==> src/rtl/joy_split_demux.sv <==
// DB9 splitter scan front-end: drives JOY_SEL, synchronises and debounces the shared
// joystick bus per side, and merges active-low keyboard overrides into two player ports.
module joy_split_demux #(
  parameter int SETTLE_CYCLES = 4,
  parameter int DEBOUNCE      = 3,
  parameter int JOY_W         = 6
) (
  input  logic             PCLK,
  input  logic             I_RESET_N,
  input  logic [JOY_W-1:0] JOYSTICK,
  input  logic [JOY_W-1:0] KEY_JOY_A,
  input  logic [JOY_W-1:0] KEY_JOY_B,
  input  logic             SPLIT_EN,
  output logic             JOY_SEL,
  output logic [JOY_W-1:0] JOY_A,
  output logic [JOY_W-1:0] JOY_B,
  output logic             VALID
);

  typedef enum logic [1:0] {SETTLE_A, SAMPLE_A, SETTLE_B, SAMPLE_B} state_t;

  localparam logic [7:0] SETTLE_LAST = 8'(SETTLE_CYCLES - 1);
  localparam logic [3:0] DEB_N       = 4'(DEBOUNCE);

  state_t                r_state, w_state_nxt;
  logic [7:0]            r_cnt, w_cnt_nxt;
  logic                  w_sel_nxt, w_valid_nxt;
  logic [JOY_W-1:0]      r_sync1, r_sync2;
  logic [JOY_W-1:0]      r_deb_a, r_deb_b;
  logic [JOY_W-1:0][3:0] r_cnt_a, r_cnt_b;

  // One debounce step for a single bit: returns {new debounced bit, new run counter}.
  function automatic logic [4:0] deb_step(input logic smp, input logic deb,
                                          input logic [3:0] cnt);
    if (smp == deb)
      return {deb, 4'd0};
    else if (cnt + 4'd1 == DEB_N)
      return {~deb, 4'd0};
    else
      return {deb, cnt + 4'd1};
  endfunction

  always_ff @(posedge PCLK or negedge I_RESET_N) begin
    if (!I_RESET_N) begin
      r_sync1 <= '1;
      r_sync2 <= '1;
    end else begin
      r_sync1 <= JOYSTICK;
      r_sync2 <= r_sync1;
    end
  end

  always_ff @(posedge PCLK or negedge I_RESET_N) begin
    if (!I_RESET_N) begin
      r_state <= SETTLE_A;
      r_cnt   <= '0;
      JOY_SEL <= 1'b0;
      VALID   <= 1'b0;
    end else begin
      r_state <= w_state_nxt;
      r_cnt   <= w_cnt_nxt;
      JOY_SEL <= w_sel_nxt;
      VALID   <= w_valid_nxt;
    end
  end

  // JOY_SEL only moves on the edge into a settle state, so each side settles fully.
  always_comb begin
    w_state_nxt = r_state;
    w_cnt_nxt   = r_cnt;
    w_sel_nxt   = JOY_SEL;
    w_valid_nxt = 1'b0;
    unique case (r_state)
      SETTLE_A: begin
        if (r_cnt == SETTLE_LAST) begin
          w_cnt_nxt   = '0;
          w_state_nxt = SAMPLE_A;
        end else begin
          w_cnt_nxt = r_cnt + 8'd1;
        end
      end
      SAMPLE_A: begin
        if (SPLIT_EN) begin
          w_state_nxt = SETTLE_B;
          w_sel_nxt   = 1'b1;
        end else begin
          w_state_nxt = SETTLE_A;
          w_sel_nxt   = 1'b0;
          w_valid_nxt = 1'b1;
        end
      end
      SETTLE_B: begin
        if (r_cnt == SETTLE_LAST) begin
          w_cnt_nxt   = '0;
          w_state_nxt = SAMPLE_B;
        end else begin
          w_cnt_nxt = r_cnt + 8'd1;
        end
      end
      SAMPLE_B: begin
        w_state_nxt = SETTLE_A;
        w_sel_nxt   = 1'b0;
        w_valid_nxt = 1'b1;
      end
    endcase
  end

  always_ff @(posedge PCLK or negedge I_RESET_N) begin
    if (!I_RESET_N) begin
      r_deb_a <= '1;
      r_cnt_a <= '0;
    end else if (r_state == SAMPLE_A) begin
      for (int i = 0; i < JOY_W; i++)
        {r_deb_a[i], r_cnt_a[i]} <= deb_step(r_sync2[i], r_deb_a[i], r_cnt_a[i]);
    end
  end

  // Dropping out of split mode parks side B at idle so JOY_B reduces to the key inputs.
  always_ff @(posedge PCLK or negedge I_RESET_N) begin
    if (!I_RESET_N) begin
      r_deb_b <= '1;
      r_cnt_b <= '0;
    end else if (r_state == SAMPLE_A && !SPLIT_EN) begin
      r_deb_b <= '1;
      r_cnt_b <= '0;
    end else if (r_state == SAMPLE_B) begin
      for (int i = 0; i < JOY_W; i++)
        {r_deb_b[i], r_cnt_b[i]} <= deb_step(r_sync2[i], r_deb_b[i], r_cnt_b[i]);
    end
  end

  always_ff @(posedge PCLK or negedge I_RESET_N) begin
    if (!I_RESET_N) begin
      JOY_A <= '1;
      JOY_B <= '1;
    end else begin
      JOY_A <= r_deb_a & KEY_JOY_A;
      JOY_B <= r_deb_b & KEY_JOY_B;
    end
  end

endmodule

==> config.mk <==
export PLATFORM = sky130hd
export DESIGN_NAME = joy_split_demux
export DESIGN_NICKNAME = d
export VERILOG_FILES = /design/src/rtl/joy_split_demux.sv
export SDC_FILE = /design/constraint.sdc
export NUM_CORES = 1
export LEC_CHECK = 0
export CORE_ASPECT_RATIO = 1.2
export CORE_UTILIZATION = 59
export DETAILED_ROUTE_END_ITERATION = 16
export PLACE_DENSITY = 0.78
export RECOVER_POWER = 50
export SYNTH_ARGS = -nofsm -noshare
export SYNTH_HDL_FRONTEND = slang
export SYNTH_SLANG_ARGS = --single-unit
==> constraint.sdc <==
create_clock -name PCLK -period 2.2 [get_ports PCLK]
set_input_delay 0.22 -clock PCLK [delete_from_list [all_inputs] [get_ports PCLK]]
set_output_delay 0.22 -clock PCLK [all_outputs]
set_load 0.03 [all_outputs]
==> impl_metrics.json <==
{
  "timing.critical_path.from_type": "register",
  "final-max-slew-violation-count": 0,
  "met2WireLength_um": 4239,
  "yosysMostFrequentCell": "sky130_fd_sc_hd__dfrtp_1",
  "die_x_um": 84.82,
  "path_max_fanout": 7,
  "detailedPlacementHpwl_um": 6087,
  "drtIter0Drc": 119,
  "critical_path.top_delay_family": "simple AND/OR/NAND/NOR gates",
  "ys_seq_area_share_pct": 50.40,
  "synth.cells.most_frequent": "60 x sky130_fd_sc_hd__dfrtp_1, 52 x sky130_fd_sc_hd__nand2_1, 36 x sky130_fd_sc_hd__dfstp_2, 28 x sky130_fd_sc_hd__o21ai_1",
  "grt_overflow": 0,
  "power.total_mw": 4.751,
  "worst-setup-path-type": "register to register",
  "final.fill_count": 589,
  "synth_edf_count": 0,
  "placeableCoreArea_um2": 7839,
  "hold-path-endpoint": "r_sync2[4]",
  "post_synth_instance_area_um2": 4856,
  "fmaxAchievable_ghz": 0.5616,
  "avgViaCountPerCell": 5.764,
  "ys_dominant_reg_cell": "sky130_fd_sc_hd__dfrtp_1",
  "crit-reg2reg-capture": "r_cnt_b[21]",
  "synth-seq-cells": 96,
  "synth.top_cells.by_area": "sky130_fd_sc_hd__dfrtp_1 31%, sky130_fd_sc_hd__dfstp_2 19%, sky130_fd_sc_hd__ha_1 6.4%",
  "grt_use_total_pct": 21.81,
  "vias": 3470,
  "insertion_delay_ns": 0.36,
  "layout.nets": 551,
  "wirelength_met1_um": 3948,
  "clock_tree_from_tritoncts": "done",
  "synthArstFlopShare_pct": 100.0,
  "initial_core_util_pct": 61.95,
  "num_antenna_cells": 0,
  "post_layout_nonfiller_instances": 602,
  "rrSetupSlack_ns": 0.42,
  "setup-violations-final": 0,
  "grt_max_degree": 43,
  "gpl.final_weighted_congestion": 0.8086,
  "drc_errors": 4,
  "global_route_wire_length_before_repair_um": 14770,
  "critical_path_sink_type": "register",
  "ys.warnings.count": 0,
  "tns_ns": 0,
  "syn_inst": 464,
  "die_height_um": 101.4,
  "number_of_antenna_violations_at_the_first_check_in_global_routing": 0,
  "tritoncts_num_sinks": 96,
  "die_area_um2": 8599,
  "num_rows": 35,
  "ant_nets": 0,
  "timing.critical_path.arrival_ns": 2.03,
  "post_cts.resized_instances": 0,
  "clock_tree.buffer_depth": 2,
  "boundary_pin_count": 35,
  "critical_path.n_buffers_inverters": 0,
  "worstHoldPathType": "register to register",
  "clock_tree.htree_level_count": 3,
  "detail_route.wirelength_um": 8597,
  "violated_checks": "design-rule violations",
  "synth_top_area_share_pct": 30.92,
  "synthDominantAreaCellType": "sky130_fd_sc_hd__dfrtp_1",
  "routed_wire_length_per_instance_um": 14.28,
  "power_density_nw_per_um2": 868.2,
  "worstRegToRegCells": 5,
  "timing.hold.worst_path_depth": 0,
  "grt_pass1_vias": 3360,
  "clk_pin_slew_worst_setup_hold_paths_ns": 0.09,
  "synth_fp_nets": 510,
  "multi_input_comb_area_um2": 2270,
  "place.detailed.instances": 585,
  "final_min_period_over_clock_period_pct": 80.94,
  "maxUsedRoutingLayer": "met4",
  "timing_worst_slew_pin_value_ns": 0.9980,
  "reported_leakage_power_nw": 2.362,
  "layout-drive-gt1-share_pct": 10.00,
  "max_cap_viol_count": 0,
  "rsz_0062_raised_after_global_routing": "no",
  "cts-buffers-inserted": 9,
  "crit_path_max_incr_delay_ns": 0.53,
  "detailedRoute.firstPassIterationCount": 11,
  "area_growth_syn_to_layout_pct": 12.70,
  "number_of_failing_hold_endpoints_at_the_final_stage": 0,
  "maxSlewHeadroom_pct": 33.46,
  "utilization_pct": 69.82,
  "area.sequential_um2": 2447,
  "cts_root_buf": "sky130_fd_sc_hd__clkbuf_8",
  "met3WireLength_um": 203,
  "regToRegStartpoint": "r_cnt_b[20]",
  "slowest_stage": "sky130_fd_sc_hd__or4b_1",
  "status": "complete, but fails checks",
  "timing.critical_path.cells": "ha_1 -> or4b_1 -> o31ai_1 -> nand2b_1 -> o21ai_1",
  "critPathRequiredTime_ns": 2.45,
  "min_period_ns": 1.781,
  "holdCritStartpoint": "r_sync1[4]",
  "ir_drop_v": 0.0006784,
  "port_buffers": 34,
  "library_cells_used_by_synthesis": 46,
  "synthesis.area_per_instance_um2": 10.47,
  "setup_skew_ns": 0.007746
}
registers in the layout, summed over array words and instances (netlist names), 6 cells and up, named ones only:
name     cells
r_sync2      6
JOY_B        6
r_cnt_b     24
r_deb_a      6
JOY_A        6
r_deb_b      6
r_sync1      6
r_cnt_a     24
r_cnt        8
cells in the final DEF, fill, tap and decap left out, drive strengths merged, types with 6 or more instances in the layout:
cell	n
a21o	6
mux2	6
nand2	52
nand2b	15
dfstp	36
nor2	25
mux2i	6
clkdlybuf4s50	27
a22o	6
or4b	6
xnor2	22
and2	12
and3b	8
clkbuf	15
o21ai	45
o31ai	6
a21oi	12
nor3	20
nand3	20
ha	25
dfrtp	60
inv	16
dlygate4sd3	7
a21boi	7
metal layers:
metal | track usage [%] | vias up
met5 | 0 | -
met4 | 10.95 | 0
met3 | 3.097 | 15
met2 | 37.90 | 63
met1 | 26.91 | 1664
li1 | - | 1728
per-stage QoR:
step	instance area, um2	hold slack [ns]	setup WS [ns]
final	5473	0.3583	0.4193
after global routing	5473	0.3627	0.2736
after CTS	5483	0.2408	0.4147
after detailed placement	5275	0.2280	0.4578
after global placement	5275	0.2276	0.5170
after floorplan	4856	-0.07559	0.5847
worst register-to-register path: stages (launching register included):
cell and delay [ns]:
sky130_fd_sc_hd__dfrtp_1 0.46, sky130_fd_sc_hd__ha_1 0.27, sky130_fd_sc_hd__or4b_1 0.53, sky130_fd_sc_hd__o31ai_1 0.11, sky130_fd_sc_hd__nand2b_1 0.21, sky130_fd_sc_hd__o21ai_1 0.09
power breakdown:
| group | internal [mW] | switching [mW] | total [mW] |
|---|---|---|---|
| registers | 2.10 | 0.341 | 2.44 |
| clock network | 0.555 | 0.593 | 1.15 |
| logic | 0.556 | 0.607 | 1.16 |
| total | 3.21 | 1.54 | 4.75 |
how the worst max path moves through the flow:
stage	endpoint	from	slack, ns	cells after the start
floorplan	r_deb_b[1]	r_cnt_b[4]	0.58	5
global placement	r_deb_b[3]	r_cnt_b[12]	0.52	5
detailed placement	r_deb_b[3]	r_cnt_b[12]	0.46	5
CTS	JOY_A[3]	JOY_A[3]	0.41	1
global route	r_cnt_a[8]	I_RESET_N	0.27	3
finish	r_cnt_b[21]	r_cnt_b[20]	0.42	5
layout make-up:
class                           instances  area share, %
Sequential cell                        96          44.72
Tap cell                               92          2.103
Clock inverter                          5          1.029
Clock buffer                           11          2.583
Timing Repair Buffer                   41          6.996
Multi-Input combinational cell        341          41.47
Inverter                               16          1.097
cell families after synthesis:
group	Yosys count	share of synthesized area (%)
AND/OR/NAND/NOR	175	18.86
AO/OA/AOI/OAI	106	14.66
flip-flops	96	50.40
buffers and inverters	27	2.860
adder cells (fa/ha/maj)	25	6.442
XOR/XNOR	23	4.148
multiplexers	12	2.628
repair_timing:
item,in CTS,in global routing
hold endpoints to repair,21,0
buffers inserted,0,0
hold buffers,1,0
No activity file was read; power rests on OpenSTA's default activity.
